### config.mk
export PLATFORM = sky130hd
export DESIGN_NAME = uart_receiver_flat
export DESIGN_NICKNAME = d
export VERILOG_FILES = /design/src/rtl/uart_receiver_if.sv /design/src/rtl/uart_receiver.sv /design/src/flat_wrapper.sv
export SDC_FILE = /design/constraint.sdc
export NUM_CORES = 1
export LEC_CHECK = 0
export ABC_AREA = 1
export BUFFER_PORTS_ARGS = -buffer_cell sky130_fd_sc_hd__buf_2
export CORE_ASPECT_RATIO = 1.5
export CORE_UTILIZATION = 59
export DETAILED_ROUTE_END_ITERATION = 10
export PLACE_DENSITY = 0.78
export SYNTH_ARGS = -nofsm -noshare
export SYNTH_HDL_FRONTEND = slang
export SYNTH_SLANG_ARGS = --single-unit
### constraint.sdc
create_clock -name clk -period 1.96 [get_ports clk]
set_clock_uncertainty 0.2 [all_clocks]
set_input_delay 0.196 -clock clk [delete_from_list [all_inputs] [get_ports clk]]
set_output_delay 0.196 -clock clk [all_outputs]
set_load 0.02 [all_outputs]
### src/rtl/uart_receiver_if.sv
// rtl/uart_receiver_if.sv - serial line and byte-side signals of the UART receiver
//
// Ports (as signals of the bundle):
//   rx         serial line into the receiver, idle high
//   data       last correctly framed byte
//   received   one-cycle strobe, data updated this cycle
//   receiving  high while a frame is in progress
//   frame_err  one-cycle strobe, stop bit sampled low
//
// slave modport is taken by the receiver; master is the line driver / byte consumer.
interface uart_receiver_if;
  logic       rx;
  logic [7:0] data;
  logic       received;
  logic       receiving;
  logic       frame_err;

  modport slave (
    input  rx,
    output data,
    output received,
    output receiving,
    output frame_err
  );

  modport master (
    output rx,
    input  data,
    input  received,
    input  receiving,
    input  frame_err
  );
endinterface

### src/rtl/uart_receiver.sv
// rtl/uart_receiver.sv - 8N1 UART receiver with 16x oversampling
//
// Parameters:
//   OVS_DIV    clk cycles per oversample tick (2..65535); 16 ticks per bit
// Ports:
//   clk        system clock, rising edge
//   rst        synchronous active-low reset
//   rx_if      slave side of uart_receiver_if (rx in; data/received/receiving/frame_err out)
module uart_receiver #(
  parameter int OVS_DIV = 326
) (
  input  logic            clk,
  input  logic            rst,
  uart_receiver_if.slave  rx_if
);

  typedef enum logic [2:0] {
    S_IDLE,
    S_START,
    S_DATA,
    S_STOP,
    S_WAIT_IDLE
  } state_e;

  localparam logic [15:0] DIV_LAST = 16'(OVS_DIV - 1);

  state_e      state_q, state_d;
  logic        s1_q, s1_d;
  logic        s2_q, s2_d;
  logic        s2_prev_q, s2_prev_d;
  logic [15:0] div_q, div_d;
  logic [3:0]  tcnt_q, tcnt_d;
  logic [2:0]  bidx_q, bidx_d;
  logic [7:0]  sh_q, sh_d;
  logic [7:0]  data_q, data_d;
  logic        received_q, received_d;
  logic        receiving_q, receiving_d;
  logic        frame_err_q, frame_err_d;

  logic tick;
  logic fall;

  assign tick = (div_q == DIV_LAST);
  // s2_prev_q lags s2_q by one cycle, so this sees the synchronized line going 1 -> 0.
  assign fall = s2_prev_q & ~s2_q;

  always_comb begin
    state_d     = state_q;
    s1_d        = rx_if.rx;
    s2_d        = s1_q;
    s2_prev_d   = s2_q;
    div_d       = div_q;
    tcnt_d      = tcnt_q;
    bidx_d      = bidx_q;
    sh_d        = sh_q;
    data_d      = data_q;
    received_d  = 1'b0;
    frame_err_d = 1'b0;

    // Free-running divider while a frame is active; the IDLE/WAIT_IDLE
    // branches below pin it to 0 so START always begins at div==0.
    if (tick) begin
      div_d = 16'd0;
    end else begin
      div_d = div_q + 16'd1;
    end

    case (state_q)
      S_IDLE: begin
        div_d = 16'd0;
        if (fall) begin
          state_d = S_START;
          tcnt_d  = 4'd0;
        end
      end

      S_START: begin
        if (tick) begin
          if (tcnt_q == 4'd7) begin
            // Mid start bit: a line that is already high again was a glitch.
            if (!s2_q) begin
              state_d = S_DATA;
              tcnt_d  = 4'd0;
              bidx_d  = 3'd0;
            end else begin
              state_d = S_IDLE;
            end
          end else begin
            tcnt_d = tcnt_q + 4'd1;
          end
        end
      end

      S_DATA: begin
        if (tick) begin
          if (tcnt_q == 4'd15) begin
            sh_d   = {s2_q, sh_q[7:1]};
            tcnt_d = 4'd0;
            if (bidx_q == 3'd7) begin
              state_d = S_STOP;
            end else begin
              bidx_d = bidx_q + 3'd1;
            end
          end else begin
            tcnt_d = tcnt_q + 4'd1;
          end
        end
      end

      S_STOP: begin
        if (tick) begin
          if (tcnt_q == 4'd15) begin
            tcnt_d = 4'd0;
            if (s2_q) begin
              data_d     = sh_q;
              received_d = 1'b1;
              state_d    = S_IDLE;
            end else begin
              // Stop bit low: report it and wait out any break before rearming.
              frame_err_d = 1'b1;
              state_d     = S_WAIT_IDLE;
            end
          end else begin
            tcnt_d = tcnt_q + 4'd1;
          end
        end
      end

      S_WAIT_IDLE: begin
        div_d = 16'd0;
        if (s2_q) begin
          state_d = S_IDLE;
        end
      end

      default: begin
        state_d = S_IDLE;
        div_d   = 16'd0;
      end
    endcase

    // Registered from the next state so it drops on the same edge the strobe rises.
    receiving_d = (state_d == S_START) || (state_d == S_DATA) || (state_d == S_STOP);
  end

  always_ff @(posedge clk) begin
    if (!rst) begin
      state_q     <= S_IDLE;
      s1_q        <= 1'b1;
      s2_q        <= 1'b1;
      s2_prev_q   <= 1'b1;
      div_q       <= 16'd0;
      tcnt_q      <= 4'd0;
      bidx_q      <= 3'd0;
      sh_q        <= 8'h00;
      data_q      <= 8'h00;
      received_q  <= 1'b0;
      receiving_q <= 1'b0;
      frame_err_q <= 1'b0;
    end else begin
      state_q     <= state_d;
      s1_q        <= s1_d;
      s2_q        <= s2_d;
      s2_prev_q   <= s2_prev_d;
      div_q       <= div_d;
      tcnt_q      <= tcnt_d;
      bidx_q      <= bidx_d;
      sh_q        <= sh_d;
      data_q      <= data_d;
      received_q  <= received_d;
      receiving_q <= receiving_d;
      frame_err_q <= frame_err_d;
    end
  end

  assign rx_if.data      = data_q;
  assign rx_if.received  = received_q;
  assign rx_if.receiving = receiving_q;
  assign rx_if.frame_err = frame_err_q;

endmodule
### src/flat_wrapper.sv
// flat-port wrapper written by rule: the top's interface ports become plain ports
module uart_receiver_flat 
#(
  parameter int OVS_DIV = 326
)
  (clk, rst, rx_if_rx, rx_if_data, rx_if_received, rx_if_receiving, rx_if_frame_err);
  uart_receiver_if rx_if_i ();
  input  logic clk;
  input  logic rst;
  input wire logic [$bits(rx_if_i.rx)-1:0] rx_if_rx;
  output wire logic [$bits(rx_if_i.data)-1:0] rx_if_data;
  output wire logic [$bits(rx_if_i.received)-1:0] rx_if_received;
  output wire logic [$bits(rx_if_i.receiving)-1:0] rx_if_receiving;
  output wire logic [$bits(rx_if_i.frame_err)-1:0] rx_if_frame_err;
  assign rx_if_i.rx = rx_if_rx;
  assign rx_if_data = rx_if_i.data;
  assign rx_if_received = rx_if_i.received;
  assign rx_if_receiving = rx_if_i.receiving;
  assign rx_if_frame_err = rx_if_i.frame_err;
  uart_receiver #(.OVS_DIV(OVS_DIV)) u_core (.clk(clk), .rst(rst), .rx_if(rx_if_i));
endmodule
Word level (Yosys, flattened, before mapping)
Cells that the tools add are included.
{"block": "totals", "reg_bits": 48, "out_inout_bits": 11, "word_cells": 80}
{"block": "classes", "add_sub_neg": 3, "n_eq_ne": 20, "mux": 28, "bitwise": 4, "reduce_logical": 13}
{"cell": "$mux W3", "count": 16}
{"cell": "$mux W4", "count": 6}
{"cell": "$add A16 B1 Y16 const B", "count": 1}
{"cell": "$eq A16 B9 Y1 const B", "count": 1}
{"cell": "$pmux W3 S5", "count": 1}
{"cell": "$eq A3 B2 Y1 const B", "count": 4}
{"cell": "$ne A2 B1 Y1 const B", "count": 6}
{"cell": "$pmux W4 S3", "count": 1}
{"cell": "$reduce_and A4 Y1", "count": 2}
{"cell": "$reduce_and A7 Y1", "count": 1}
{"cell": "$eq A3 B1 Y1 const B", "count": 2}
{"cell": "$eq A3 B3 Y1 const B", "count": 2}
{"cell": "$pmux W3 S2", "count": 1}
{"cell": "$reduce_or A3 Y1", "count": 2}
{"cell": "$reduce_and A5 Y1", "count": 1}
{"cell": "$add A4 B1 Y4 const B", "count": 1}
{"cell": "$eq A4 B3 Y1 const B", "count": 1}
{"cell": "$eq A4 B4 Y1 const B", "count": 1}
{"cell": "$ne A2 B2 Y1 const B", "count": 2}
{"cell": "$add A3 B1 Y3 const B", "count": 1}
{"cell": "$logic_not A3 Y1", "count": 1}
{"cell": "$ne A3 B3 Y1 const B", "count": 1}
{"cell": "$not A1 Y1", "count": 3}
{"cell": "$reduce_and A3 Y1", "count": 1}
{"cell": "other kinds (7)", "count": 9}

Depth between registers and ports, before layout
{"block": "depth", "depth_word": 8, "mapped_depth": 11, "depth_no_buf": 11}

Least setup slack after synthesis
Ideal clock, no wire load.
{"block": "synth_path", "kind": "reg-to-reg", "startpoint": "reg u_core.tcnt_q[0]", "endpoint": "reg u_core.data_q[4] (netlist: u_core.rx_if.data[4])", "arrival_ns": 1.365, "required_ns": 1.644, "path_slack_ns": 0.280, "stages_incl_launch_ff": 11, "path_buffers": 0, "period_less_slack_ns": 1.680, "cell_sequence": "dfxtp_1 -> ha_1 -> nand2_2 -> nor2_4 -> inv_2 -> nor2_1 -> inv_2 -> nor2_8 -> inv_2 -> nor2_1 -> nor2_1"}
{"block": "synth_between", "elab_chain_len": 2}
{"element": "start: declaration", "line_no": "uart_receiver.sv:32", "source": "logic [3:0] tcnt_q, tcnt_d;"}
{"element": "start signal: assignment", "line_no": "uart_receiver.sv:166", "source": "tcnt_q <= tcnt_d;"}
{"element": "$eq A4 B4 Y1", "line_no": "uart_receiver.sv:112", "source": "if (tcnt_q == 4'd15) begin"}
{"element": "$reduce_and A4 Y1 (no line)"}
{"element": "end signal: assignment", "line_no": "uart_receiver.sv:169", "source": "data_q <= data_d;"}
{"element": "end: declaration", "line_no": "uart_receiver.sv:35", "source": "logic [7:0] data_q, data_d;"}
No other way between the ends.
A chain may end at the register's enable or synchronous reset.

Worst setup path after layout
Ends and elaborated chain as after synthesis.

==> out/metrics.csv <==
metric;value;unit
drive_gt1_frac;0.207;
synth_top_area_frac;0.426;
r2r_start;u_core.tcnt_q[0]$_SDFFE_PN0P_;
path_cells;ha_2 > nand2_2 > nor2_4 > inv_2 > nor2_1 > inv_2 > nor2_8 > inv_2 > nor2_1 > nor2_1;
io_pins;14;
p_leak;1.08;nW
synth.avg_cell_area;7.56;um^2
ys_top_cells_by_count;53 x nor2_1, 48 x dfxtp_1, 41 x nand2_1;
dp_cells;351;
drt_first_pass_iters;4;
arrival;1810;ps
worst_ep_required_time;1970;ps
layoutNonFillerInstCount;362;
holdCritStartpoint;rst;
grt_overflow_total;0;
grt_pass1_wl;7.27;mm
synth_nets;306;
cp_max_fo;9;
max_stage_delay;350;ps
fin_crit;1800;ps
r2r_slack;160;ps
drv_slew;0;
ys_ff_latch;48;
dpl_worst_slack;91.4;ps
gr-usage-all-layers;0.237;
crit_path_start_kind;flop;
cp-startpoint;u_core.tcnt_q[0]$_SDFFE_PN0P_;
cts_tree;built;
synth_top_cell_by_area;dfxtp_1;
drcViolationCount;0;
async_flop_share;0;
end_kind;flop;
crit_slowest_cell;dfxtp_2;
p_switching;0.000453;W
synth_warnings;0;
cts-buffers-inserted;5;
synth.distinct_cells;37;
postSynthCellCount;298;
intPower;0.00134;W
diodes;0;
fmax;554;MHz
cap_violations;0;
path_clk_slew;90;ps
sequentialPowerShare;0.569;
p_comb_frac;0.085;
status;finished clean;
grt_pass1_vias;1791;
tns;0;ps
synth_edf_count;0;
relSlewSlack;0.768;
criticalPathCategory;flop to flop;
ys.flop_type;dfxtp_1;
tightest_slew;348;ps
ant_nets;0;
clkPwrFrac;0.346;
fillers;333;
powerDensity;722;mW/mm^2
drt_iter0_markers;67;
setup_slack;155;ps
final_nets;326;
finalPower;0.00179;W
die_h;77.7;um
yosys.cell_count.top_type;nor2_1;
area_growth;10.2;%
io_buffers;13;
vias_per_cell;5.30;
synthesis.area;0.00225;mm^2
p_sw_frac;0.253;
cts_root_buffer;clkbuf_8;
yosysSeqAreaShare;0.426;
design.die.area;0.00408;mm^2
dp_hpwl;3.22;mm
netlist_top_cells_area;dfxtp_1 43%, nor2_1 8.8%, nand2_1 6.8%;
htreeDepth;2;
antenna_found_initial;0;
row_count;27;
hold_path.class;input pin to flop;
grt_max_degree;17;
routabilityCongestion;0.859;
wl_per_cell;12.1;um
die_w;52.5;um
finalWirelength;4.37;mm
cts.sinks;48;
setup_viol_count_final;0;
initial_core_util;0.618;
core-area;0.00365;mm^2
min_period_over_period;0.921;
peakVddDrop;564;uV
via_count;1919;
timing_hold_violations_final;0;
clock_latency;310;ps
clk_path_buf_depth;2;
[cell families after synthesis]
kind of cell | share of synthesized area
XOR/XNOR | 0.00777
AND/OR/NAND/NOR | 0.342
adder cells (fa/ha/maj) | 0.0278
flip-flops | 0.426
AO/OA/AOI/OAI | 0.122
buffers and inverters | 0.0744
[per-stage QoR]
| stage | area (um^2) | hold slack [ps] | utilization |
|---|---|---|---|
| floorplan | 2250 | 103 | - |
| global placement | 2350 | 184 | 0.645 |
| detailed placement | 2350 | 184 | 0.645 |
| CTS | 2460 | 39.3 | 0.674 |
| global route | 2480 | 57.9 | 0.680 |
| finish | 2480 | 40.4 | 0.680 |
[state kept, by name (all words and copies together), names as in the netlist]
signal,count
u_core.bidx_q,3
u_core.div_q,16
u_core.rx_if.data,8
u_core.rx_if.frame_err,1
u_core.rx_if.received,1
u_core.rx_if.receiving,1
u_core.s1_q,1
u_core.s2_prev_d,1
u_core.s2_prev_q,1
u_core.sh_q,8
u_core.state_q,3
u_core.tcnt_q,4
[final timing paths]
path	end	cells after the start
worst max-delay path	u_core.rx_if.data[4]$_SDFFE_PN0P_	10
worst min-delay path	u_core.sh_q[6]$_SDFFE_PN0P_	3
worst max register to register	u_core.rx_if.data[4]$_SDFFE_PN0P_	10
worst min register to register	u_core.s2_prev_d$_SDFF_PN1_	1
[layout by cell type (no fill, tap or decap), types with 2 or more instances in the layout]
master	synthesis	layout
buf_2	1	13
clkbuf_8	0	6
nor2_2	6	6
dfxtp_1	48	46
nor2_4	4	4
nand2_1	41	41
buf_4	1	3
nand2_2	7	7
clkinvlp_4	0	2
nand3_2	2	2
nor3b_1	2	2
nand4_1	7	7
inv_2	10	9
a21oi_1	21	21
nor2_1	53	53
o21ai_0	17	17
ha_1	5	4
inv_1	26	26
o21ai_1	8	8
nand3_1	11	11
dfxtp_2	0	2
nor3_1	8	8
or2_2	3	3
[what timing repair did]
action                                  in CTS  in global routing
hold buffers                                 1                  0
gates resized for setup                      0                  4
buffers inserted                             0                  2
endpoints found under the hold margin        1                  0
endpoints found under the setup margin       0                 11
[critical path: cells and delay by family (launching register included)]
kind	cells	cell delay (ps)
flops	1	350
buf+inv	3	250
fa+ha+maj	1	200
simple gates	6	690
[power by group through the flow]
stage	logic, W	clock network (W)	registers (W)
floorplan	0.000123	0	0.00104
global placement	0.000149	0	0.00104
detailed placement	0.000149	0	0.00104
CTS	0.000152	0.000626	0.00102
global route	0.000178	0.000663	0.00102
finish	0.000153	0.000620	0.00102
[metal layers]
| metal | global-route usage | routed length (um) | part of all wire | vias to the layer above |
|---|---|---|---|---|
| met1 | 0.245 | 1930 | 0.44 | 869 |
| li1 | - | - | - | 1011 |
| met2 | 0.434 | 2240 | 0.51 | 31 |
| met5 | 0 | 0 | 0 | - |
| met3 | 0.0529 | 118 | 0.027 | 8 |
| met4 | 0.100 | 90 | 0.021 | 0 |
[layout make-up]
class	instances	area (um^2)	area share
inverters	37	143	0.0575
clock buffers	6	82.6	0.0333
well taps	43	53.8	0.0217
repair buffers	17	97.6	0.0393
clock inverters	2	15.0	0.00605
multi-input cells	209	1130	0.454
flip-flops and latches	48	963	0.388
Note: power is estimated with default switching activity, not from simulation.
